## config.mk

```make
export PLATFORM = sky130hd
export DESIGN_NAME = rf_writeback_unit_flat
export DESIGN_NICKNAME = d
export VERILOG_FILES = /design/src/rtl/rf_writeback_unit_if.sv /design/src/rtl/rf_writeback_unit.sv /design/src/flat_wrapper.sv
export SDC_FILE = /design/constraint.sdc
export NUM_CORES = 1
export LEC_CHECK = 0
export ABC_AREA = 1
export CORE_MARGIN = 2
export CORE_UTILIZATION = 35
export DETAILED_ROUTE_END_ITERATION = 10
export PLACE_DENSITY_LB_ADDON = 0.1
export SLEW_MARGIN = 20
export SYNTH_ARGS = -nofsm -noshare
export SYNTH_HDL_FRONTEND = slang
export SYNTH_SLANG_ARGS = --single-unit
```

## constraint.sdc

```tcl
create_clock -name clk -period 6.9 [get_ports clk]
set_clock_uncertainty 0.05 [all_clocks]
set_input_delay 1.38 -clock clk [delete_from_list [all_inputs] [get_ports clk]]
set_output_delay 1.38 -clock clk [all_outputs]
set_load 0.05 [all_outputs]
```

## src/rtl/rf_writeback_unit_if.sv

```systemverilog
// Writeback bundle: ALU and load result inputs, register-file write port and hazard mask.
interface rf_writeback_unit_if #(
    parameter int XLEN       = 32,
    parameter int REG_ADDR_W = 5
);
    localparam int NREG = 1 << REG_ADDR_W;

    logic                  alu_valid;
    logic [REG_ADDR_W-1:0] alu_rd;
    logic [XLEN-1:0]       alu_data;
    logic                  mem_valid;
    logic [REG_ADDR_W-1:0] mem_rd;
    logic [XLEN-1:0]       mem_data;
    logic                  mem_ready;
    logic [REG_ADDR_W-1:0] rd;
    logic [XLEN-1:0]       rd_data;
    logic                  reg_write;
    logic [NREG-1:0]       pending;

    modport master (
        output alu_valid, alu_rd, alu_data, mem_valid, mem_rd, mem_data,
        input  mem_ready, rd, rd_data, reg_write, pending
    );

    modport slave (
        input  alu_valid, alu_rd, alu_data, mem_valid, mem_rd, mem_data,
        output mem_ready, rd, rd_data, reg_write, pending
    );
endinterface

```

## src/rtl/rf_writeback_unit.sv

```systemverilog
// Merges ALU results (fixed priority) and in-order load results onto the single register-file write port.
// Latency: one cycle from ALU result or bypassed load to reg_write; queued loads leave on ALU-idle cycles.
// Backpressure: mem_ready drops while the load FIFO is full or in reset; same-cycle pops are not credited.
module rf_writeback_unit #(
    parameter int XLEN       = 32,
    parameter int REG_ADDR_W = 5,
    parameter int DEPTH      = 4
) (
    input  logic                clk,
    input  logic                rst,
    rf_writeback_unit_if.slave  wb
);
    localparam int NREG  = 1 << REG_ADDR_W;
    localparam int PTR_W = $clog2(DEPTH);
    localparam int CNT_W = $clog2(DEPTH + 1);

    typedef struct packed {
        logic [REG_ADDR_W-1:0] rd;
        logic [XLEN-1:0]       data;
    } wb_entry_t;

    wb_entry_t             fifo_mem [DEPTH];
    logic [PTR_W-1:0]      wr_ptr;
    logic [PTR_W-1:0]      rd_ptr;
    logic [CNT_W-1:0]      count;

    logic                  out_write;
    logic [REG_ADDR_W-1:0] out_rd;
    logic [XLEN-1:0]       out_data;

    logic fifo_full, fifo_empty;
    logic mem_ready_int, accept, load_live, alu_live;
    logic pop, bypass, push;

    assign fifo_full     = (count == CNT_W'(DEPTH));
    assign fifo_empty    = (count == '0);
    assign mem_ready_int = ~rst & ~fifo_full;
    assign accept        = wb.mem_valid & mem_ready_int;
    assign load_live     = accept & (wb.mem_rd != '0);
    assign alu_live      = wb.alu_valid & (wb.alu_rd != '0);
    assign pop           = ~alu_live & ~fifo_empty;
    assign bypass        = ~alu_live & fifo_empty & load_live;
    assign push          = load_live & ~bypass;

    always_ff @(posedge clk) begin
        if (rst) begin
            out_write <= 1'b0;
            out_rd    <= '0;
            out_data  <= '0;
            wr_ptr    <= '0;
            rd_ptr    <= '0;
            count     <= '0;
        end else begin
            if (alu_live) begin
                out_write <= 1'b1;
                out_rd    <= wb.alu_rd;
                out_data  <= wb.alu_data;
            end else if (pop) begin
                out_write <= 1'b1;
                out_rd    <= fifo_mem[rd_ptr].rd;
                out_data  <= fifo_mem[rd_ptr].data;
            end else if (bypass) begin
                out_write <= 1'b1;
                out_rd    <= wb.mem_rd;
                out_data  <= wb.mem_data;
            end else begin
                out_write <= 1'b0;
            end
            if (push)
                wr_ptr <= wr_ptr + PTR_W'(1);
            if (pop)
                rd_ptr <= rd_ptr + PTR_W'(1);
            count <= count + CNT_W'(push) - CNT_W'(pop);
        end
    end

    // Storage needs no reset: validity is tracked by count alone.
    always_ff @(posedge clk) begin
        if (push) begin
            fifo_mem[wr_ptr].rd   <= wb.mem_rd;
            fifo_mem[wr_ptr].data <= wb.mem_data;
        end
    end

    logic [NREG-1:0]  pending_vec;
    logic [PTR_W-1:0] offs;

    always_comb begin
        pending_vec = '0;
        offs        = '0;
        for (int i = 0; i < DEPTH; i++) begin
            offs = PTR_W'(i) - rd_ptr;
            if (CNT_W'(offs) < count)
                pending_vec[fifo_mem[i].rd] = 1'b1;
        end
        if (out_write)
            pending_vec[out_rd] = 1'b1;
        pending_vec[0] = 1'b0;
    end

    assign wb.mem_ready = mem_ready_int;
    assign wb.reg_write = out_write;
    assign wb.rd        = out_rd;
    assign wb.rd_data   = out_data;
    assign wb.pending   = pending_vec;
endmodule

```

## src/flat_wrapper.sv

```systemverilog
// flat-port wrapper written by rule: the top's interface ports become plain ports
module rf_writeback_unit_flat 
#(
    parameter int XLEN       = 32,
    parameter int REG_ADDR_W = 5,
    parameter int DEPTH      = 4
)
  (clk, rst, wb_alu_valid, wb_alu_rd, wb_alu_data, wb_mem_valid, wb_mem_rd, wb_mem_data, wb_mem_ready, wb_rd, wb_rd_data, wb_reg_write, wb_pending);
  rf_writeback_unit_if #(.XLEN(XLEN), .REG_ADDR_W(REG_ADDR_W)) wb_i ();
  input  logic clk;
  input  logic rst;
  input wire logic [$bits(wb_i.alu_valid)-1:0] wb_alu_valid;
  input wire logic [$bits(wb_i.alu_rd)-1:0] wb_alu_rd;
  input wire logic [$bits(wb_i.alu_data)-1:0] wb_alu_data;
  input wire logic [$bits(wb_i.mem_valid)-1:0] wb_mem_valid;
  input wire logic [$bits(wb_i.mem_rd)-1:0] wb_mem_rd;
  input wire logic [$bits(wb_i.mem_data)-1:0] wb_mem_data;
  output wire logic [$bits(wb_i.mem_ready)-1:0] wb_mem_ready;
  output wire logic [$bits(wb_i.rd)-1:0] wb_rd;
  output wire logic [$bits(wb_i.rd_data)-1:0] wb_rd_data;
  output wire logic [$bits(wb_i.reg_write)-1:0] wb_reg_write;
  output wire logic [$bits(wb_i.pending)-1:0] wb_pending;
  assign wb_i.alu_valid = wb_alu_valid;
  assign wb_i.alu_rd = wb_alu_rd;
  assign wb_i.alu_data = wb_alu_data;
  assign wb_i.mem_valid = wb_mem_valid;
  assign wb_i.mem_rd = wb_mem_rd;
  assign wb_i.mem_data = wb_mem_data;
  assign wb_mem_ready = wb_i.mem_ready;
  assign wb_rd = wb_i.rd;
  assign wb_rd_data = wb_i.rd_data;
  assign wb_reg_write = wb_i.reg_write;
  assign wb_pending = wb_i.pending;
  rf_writeback_unit #(.XLEN(XLEN), .REG_ADDR_W(REG_ADDR_W), .DEPTH(DEPTH)) u_core (.clk(clk), .rst(rst), .wb(wb_i));
endmodule
```

==> out/results.tsv, run 1 <==
stage	metric	value	unit
critical_path	critPathMaxStageDelay	800	ps
sta	max_freq	213	MHz
cells_and_area	nFillCells	3111	
cells_and_area	syn2layout_area_growth	22.4	%
route	wl	32.7	mm
critical_path	cpMostUsedCell	nor2_1	
power_and_ir_drop	switchingPower	2.09	mW
place	gp_congestion	0.889	
yosys	synth.area.top_cells	edfxtp_1 (41%), nand2_1 (16%), nand3_1 (9.1%), dfxtp_1 (8.8%), inv_1 (6.9%)	
sta	tns	0	ps
die	start_util	35.3	%
critical_path	cp.arrival	3260	ps
global_routing	grt_use_total	20.9	%
cells_and_area	layout-drive-gt1-share	4.29	%
critical_path	cp_cell_sequence	xor2_1 > inv_1 > ha_1 > nand3_1 > o21ai_0 > nor2_1 > inv_1 > nor2_1 > nor2_1 > nand2_1 > clkdlybuf4s50_1	
power_and_ir_drop	clockPowerShare	22.5	%
die	dieArea	32100	um2
critical_path	path_class	reg2out	
route	wire_per_inst	16.9	um
cells_and_area	diodes	0	
yosys	synth-seq-cells	195	
sta	rsz0062_at_grt	no	
cts	cts_tree	built	
route	drt_pass1_iterations	5	
die	dieHeight	179	um
global_routing	grt_pass1_vias	8752	
yosys	async_flop_share	0	%
place	portBuffers	147	
critical_path	path_delay_family	buffers and inverters	
cts	clock-sinks	195	
cts	cts_hold_buf	0	
cts	cts_resized	0	
die	ioPinCount	149	
global_routing	antenna_found_initial	0	
global_routing	grt_max_degree	76	
critical_path	start_kind	register	
yosys	synthTopCellsByCount	nand2_1 (452), inv_1 (197), nand3_1 (194)	
power_and_ir_drop	sw_frac_of_total	45.3	%
sta	min_period	4690	ps
power_and_ir_drop	power.leakage	5.91	nW
critical_path	end_kind	output port	
sta	min_period_over_period	67.9	%
critical_path	required	5470	ps
sta	slew_headroom	38.6	%
power_and_ir_drop	cellPowerDensity	352	nW/um2
place	placed_cells	1903	
yosys	netlist.top_cell.by_area	edfxtp_1	
cells_and_area	nets	1615	
route	drt-initial-drc-count	684	
die	core.rowCount	64	
run_status	status	finished, final reports clean	
cts	htreeDepth	4	
route	remaining_drc_errors	0	
place	dp_hpwl	21.2	mm
route	vias	9243	
yosys	postSynthAreaPerCell	7.63	um2
yosys	synth_warnings	0	
yosys	ys.flop_type	edfxtp_1	
yosys	netlist_instances	1405	
die	fp.dieW	179	um
place	pre_cts_slack	2420	ps
cells_and_area	stdcell_count	1935	
yosys	yosysSeqAreaShare	50.2	%
sta	setup-violations-final	0	
cts	postCtsSetupRepairBufs	0	
global_routing	grt_overflow	0	
die	core-area	30300	um2
power_and_ir_drop	p_seq_share	32.5	%
cts	cts_buffer_depth	2	
flow_run	cap_viol_max_count	0	
critical_path	cpMaxStageDelayCell	clkdlybuf4s50_1	
power_and_ir_drop	p_int	2.53	mW
power_and_ir_drop	peakVddDrop	0.152	mV
route	ant_nets	0	
power_and_ir_drop	pwr-share-comb	45.0	%
yosys	synth_edf_count	148	
cts	clk_pin_slew	80	ps
sta	hold_viol_final	0	
sta	slew_violations	0	
cts	clock-root-buffer	clkbuf_16	
cts	cts_buffers	17	
yosys	post-synth-top-count-cell	nand2_1	
yosys	synth_cell_types	32	
place	placed_area	12500	um2
sta	worst_pin_slew	922	ps
sta	worst_slack	2210	ps
critical_path	crit_fanout	5	
yosys	synthesis.area	10700	um2
yosys	synth_nets	1494	
global_routing	grt_pass1_wl	50.4	mm
cells_and_area	fin_area	13100	um2
yosys	yosys.area.top_type_share	41.4	%
route	vias_per_cell	4.78	
cts	clk_latency	450	ps
min_path	hold_class	reg2reg	
critical_path	crit_buf_inv	3	
-- path summary, 6_finish.rpt --
check | cells past startpoint | start | slack, ps | to
min | 2 | u_core.rd_ptr[0]$_SDFFE_PP0P_ | 470 | register
max | 11 | u_core.rd_ptr[0]$_SDFFE_PP0P_ | 2210 | wb_pending[29]
max reg2reg | 8 | u_core.count[0]$_SDFF_PP0_ | 4030 | u_core.fifo_mem[0][2]$_DFFE_PP_
min reg2reg | 2 | u_core.rd_ptr[0]$_SDFFE_PP0P_ | 470 | register
-- cells by family after synthesis --
| logic type | share of synthesized area [%] |
|---|---|
| AOI/OAI and AO/OA | 2.94 |
| xor gates and xnor gates | 0.163 |
| adders and majority gates | 1.35 |
| buffers and inverters | 10.0 |
| DFF | 50.2 |
| other | 0.0350 |
| and+or+nand+nor | 35.2 |
-- registers in the layout, indices dropped and copies added (netlist names), named ones only --
signal,count
u_core.wr_ptr,2
u_core.wb.rd_data,32
u_core.wb.rd,5
u_core.wb.reg_write,1
u_core.rd_ptr,2
u_core.count,3
u_core.fifo_mem,148
-- final cells by class --
type	count	area (um2)	share of cell area (%)
Inverter	202	758	5.78
Timing Repair Buffer	160	1570	12.0
Multi-Input combinational cell	950	4300	32.8
Sequential cell	195	5390	41.0
Clock buffer	17	425	3.24
Tap cell	396	495	3.77
Clock inverter	15	190	1.45
-- tightest hold or removal path: stages, from the launching register on --
cell and delay, ps:
dfxtp_1 340, inv_2 80, a21oi_1 60
-- per-stage QoR --
step	util [%]	hold slack [ps]	power [mW]
global route	43.3	503	4.92
floorplan	-	432	2.95
finish	43.3	466	4.62
global placement	41.2	452	3.62
CTS	43.3	470	4.67
detailed placement	41.2	459	3.62
-- power groups by stage --
stage	Clock, mW	Sequential (mW)	Combinational (mW)
after floorplan	0	1.81	1.15
after global placement	0	1.53	2.09
after detailed placement	0	1.53	2.10
after CTS	1.06	1.50	2.10
after global routing	1.10	1.52	2.29
final	1.04	1.50	2.08
-- cells in the final DEF, fill, tap and decap left out, types with 17 or more instances in the layout --
master / n
a21oi_1: 17
a22oi_1: 17
clkbuf_16: 17
clkdlybuf4s50_1: 147
dfxtp_1: 46
edfxtp_1: 148
inv_1: 196
nand2_1: 451
nand3_1: 194
nand3b_1: 34
nor2_1: 160
nor3_1: 29
-- routing by layer --
layer	track usage, %	wire length (um)	up-vias
met3	3.16	1340	37
li1	-	-	4720
met5	0	0	-
met2	34.1	15100	230
met4	6.00	713	0
met1	28.7	15500	4256
Note: power is estimated with default switching activity, not from simulation.
==> run 2, diff against run 1 <==
clock period = 3.8 ns   (was 6.9 ns; I/O delays follow)
==> run 2 against run 1 <==
Against the previous run:
- worst hold slack better by 12 ps
- sequential cell count unchanged
- clock-buffer cell count up 2
- clock power up 69%
- worst setup slack worse by 2000 ps
- combinational power up 85%
- core utilization up 0.56 points
==> out/results.tsv, run 2 (synthesis results as in run 1) <==
stage	metric	value	unit	change
critical_path	crit_buf_inv	2		-1
cts	htreeDepth	4		unchanged
flow_run	cap_viol_max_count	0		unchanged
cts	cts_buffer_depth	2		unchanged
critical_path	critPathLaunch	u_core.rd_ptr[0]$_SDFFE_PP0P_		
cells_and_area	layout-drive-gt1-share	6.78	%	+2.5 points
power_and_ir_drop	p_int	4.58	mW	+81%
cells_and_area	final_cell_mix	nand2_1 (451), inv_1 (196), nand3_1 (194)		
sta	slew_violations	0		unchanged
global_routing	grt_max_degree	76		unchanged
route	ant_nets	0		unchanged
sta	min_period_over_period	95.0	%	
global_routing	antenna_found_initial	0		unchanged
cts	cts_buffers	17		unchanged
cells_and_area	syn2layout_area_growth	24.0	%	
route	drt-initial-drc-count	562		-18%
power_and_ir_drop	cellPowerDensity	627	nW/um2	+78%
critical_path	cpMostUsedCell	nand3_1		
power_and_ir_drop	p_seq_share	32.8	%	+0.3 points
die	ioPinCount	149		unchanged
critical_path	cpMaxStageDelayCell	dlygate4sd2_1		
cts	clock-sinks	195		unchanged
die	core.rowCount	64		unchanged
critical_path	r2r_end	u_core.count[2]$_SDFF_PP0_		
die	start_util	35.3	%	unchanged
sta	rsz0062_at_grt	no		
route	drt_pass1_iterations	6		+1
cts	clock-root-buffer	clkbuf_16		
die	dieHeight	179	um	unchanged
critical_path	crit_fanout	4		-1
power_and_ir_drop	power.leakage	6.18	nW	+4.7%
place	dp_hpwl	22.9	mm	+7.8%
place	portBuffers	147		unchanged
cells_and_area	multi_input_area	4310	um2	+0.12%
sta	hold_viol_final	0		unchanged
route	wl	34.0	mm	+4.1%
global_routing	grt_overflow	0		unchanged
critical_path	path_delay_family	simple AND/OR/NAND/NOR gates		
power_and_ir_drop	peakVddDrop	0.352	mV	+130%
cells_and_area	nFillCells	3089		-0.71%
critical_path	cp.depth	9		-2
die	core-area	30300	um2	unchanged
power_and_ir_drop	p_total	8.33	mW	+80%
die	dieArea	32100	um2	unchanged
route	vias_per_cell	4.83		+1.2%
cts	clk_pin_slew	70	ps	about the same
cts	clk_latency	430	ps	-20 ps
cells_and_area	layout_commonest_cell	nand2_1		
power_and_ir_drop	pwr-share-comb	46.1	%	+1.1 points
cells_and_area	seqCellArea	5390	um2	unchanged
place	gp_congestion	0.923		+3.7%
route	vias	9466		+2.4%
sta	min_period	3610	ps	
sta	slew_headroom	38.2	%	-0.35 points
critical_path	cp_cell_sequence	xor2_1 > inv_1 > ha_1 > nand3_1 > o21ai_0 > nor2_1 > nand2_1 > nand3_1 > dlygate4sd2_1		
sta	worst_pin_slew	926	ps	+3.96 ps
global_routing	grt_pass1_wl	52.0	mm	+3.3%
power_and_ir_drop	sw_frac_of_total	45.1	%	-0.18 points
cells_and_area	top_register	u_core.fifo_mem		
power_and_ir_drop	switchingPower	3.76	mW	+80%
cells_and_area	nets	1639		+1.5%
die	fp.dieW	179	um	unchanged
critical_path	path_class	reg2out		
cells_and_area	final_util	43.8	%	+0.56 points
cts	cts_tree	built		
critical_path	required	2990	ps	-2480 ps
critical_path	regToRegSetupSlack	1230	ps	-2800 ps
critical_path	critPathMaxStageDelay	540	ps	-260 ps
critical_path	crit-reg2reg-launch	u_core.count[0]$_SDFF_PP0_		
sta	max_freq	277	MHz	
route	wire_per_inst	17.4	um	+2.9%
run_status	status	finished, final reports clean		
critical_path	crit_end	wb_pending[4]		
critical_path	worstRegToRegCells	10		+2
global_routing	grt_use_total	21.5	%	+0.61 points
critical_path	end_kind	output port		
critical_path	start_kind	register		
critical_path	cp.arrival	2800	ps	-460 ps
sta	whs	479	ps	+12.5 ps
power_and_ir_drop	clockPowerShare	21.1	%	-1.4 points
route	remaining_drc_errors	0		unchanged
global_routing	grt_pass1_vias	9078		+3.7%
min_path	hold_class	reg2reg		
cells_and_area	diodes	0		unchanged
sta	setup-violations-final	0		unchanged
cells_and_area	largest_reg_flops	148		unchanged
run 2: cell types whose count changed in the layout (fill, tap and decap cells not counted), sizes merged, moves of 2 or more:
cell,change
inv,-3
clkbuf,+2
dlygate4sd2,+11
clkdlybuf4s50,-31
buf,+40
dlymetal6s2s,+4
run 2: repair_timing:
item                                    CTS  global route
endpoints found under the setup margin   15             5
setup buffers                             0             0
pin swaps                                 0             0
hold buffers                              0             0
resized for setup                        12             5
run 2: power by group through the flow:
stage | clock network, mW | logic [mW] | registers (mW)
finish | 1.76 | 3.84 | 2.73
global route | 1.88 | 4.21 | 2.76
floorplan | 0 | 2.08 | 3.28
detailed placement | 0 | 3.87 | 2.78
CTS | 1.80 | 3.87 | 2.73
global placement | 0 | 3.87 | 2.77
run 2: final cells by class:
cell class / count / share of cell area (%)
clock buffers: 19 / 3.26
clock inverters: 13 / 1.03
inverters: 202 / 5.71
multi-input cells: 950 / 32.4
flip-flops and latches: 195 / 40.5
well taps: 396 / 3.73
repair buffers: 184 / 13.4
run 2: per-layer routing:
layer / vias to the layer above / part of all wire (%) / routed length [um] / global-route usage [%]
met1: 4414 / 46 / 15700 / 29.1
li1: 4768 / - / - / -
met2: 255 / 47 / 16000 / 35.8
met3: 29 / 5.3 / 1820 / 3.65
met4: 0 / 1.4 / 464 / 4.98
met5: - / 0 / 0 / 0
run 2: worst reg2reg max path, delay by kind of cell, from the launching register on:
kind	cells	cell delay [ps]
buffers and inverters	2	110
adders and majority gates	3	830
AOI/OAI and AO/OA	1	110
DFF	1	340
and+or+nand+nor	4	1050
run 2: worst min path at each step:
stage,startpoint,slack [ps],depth (start not counted),endpoint
3_3_place_gp,u_core.rd_ptr[0]$_SDFFE_PP0P_,460,2,u_core.rd_ptr[0]$_SDFFE_PP0P_
3_5_place_dp,u_core.rd_ptr[0]$_SDFFE_PP0P_,460,2,register
4_1_cts,u_core.rd_ptr[0]$_SDFFE_PP0P_,470,2,u_core.rd_ptr[0]$_SDFFE_PP0P_
6_report,u_core.rd_ptr[0]$_SDFFE_PP0P_,480,2,register
5_1_grt,u_core.rd_ptr[0]$_SDFFE_PP0P_,490,2,u_core.rd_ptr[0]$_SDFFE_PP0P_
2_1_floorplan,u_core.rd_ptr[0]$_SDFFE_PP0P_,430,2,register
run 2: metrics by stage:
step	TNS (ps)	area [um2]	setup slack (ps)	cells
detailed placement	0	12700	390	1927
global placement	0	12700	421	1927
global route	0	13300	25.6	1959
CTS	0	13300	32.3	1959
floorplan	-6320	10700	-42.7	1405
finish	0	13300	190	1959
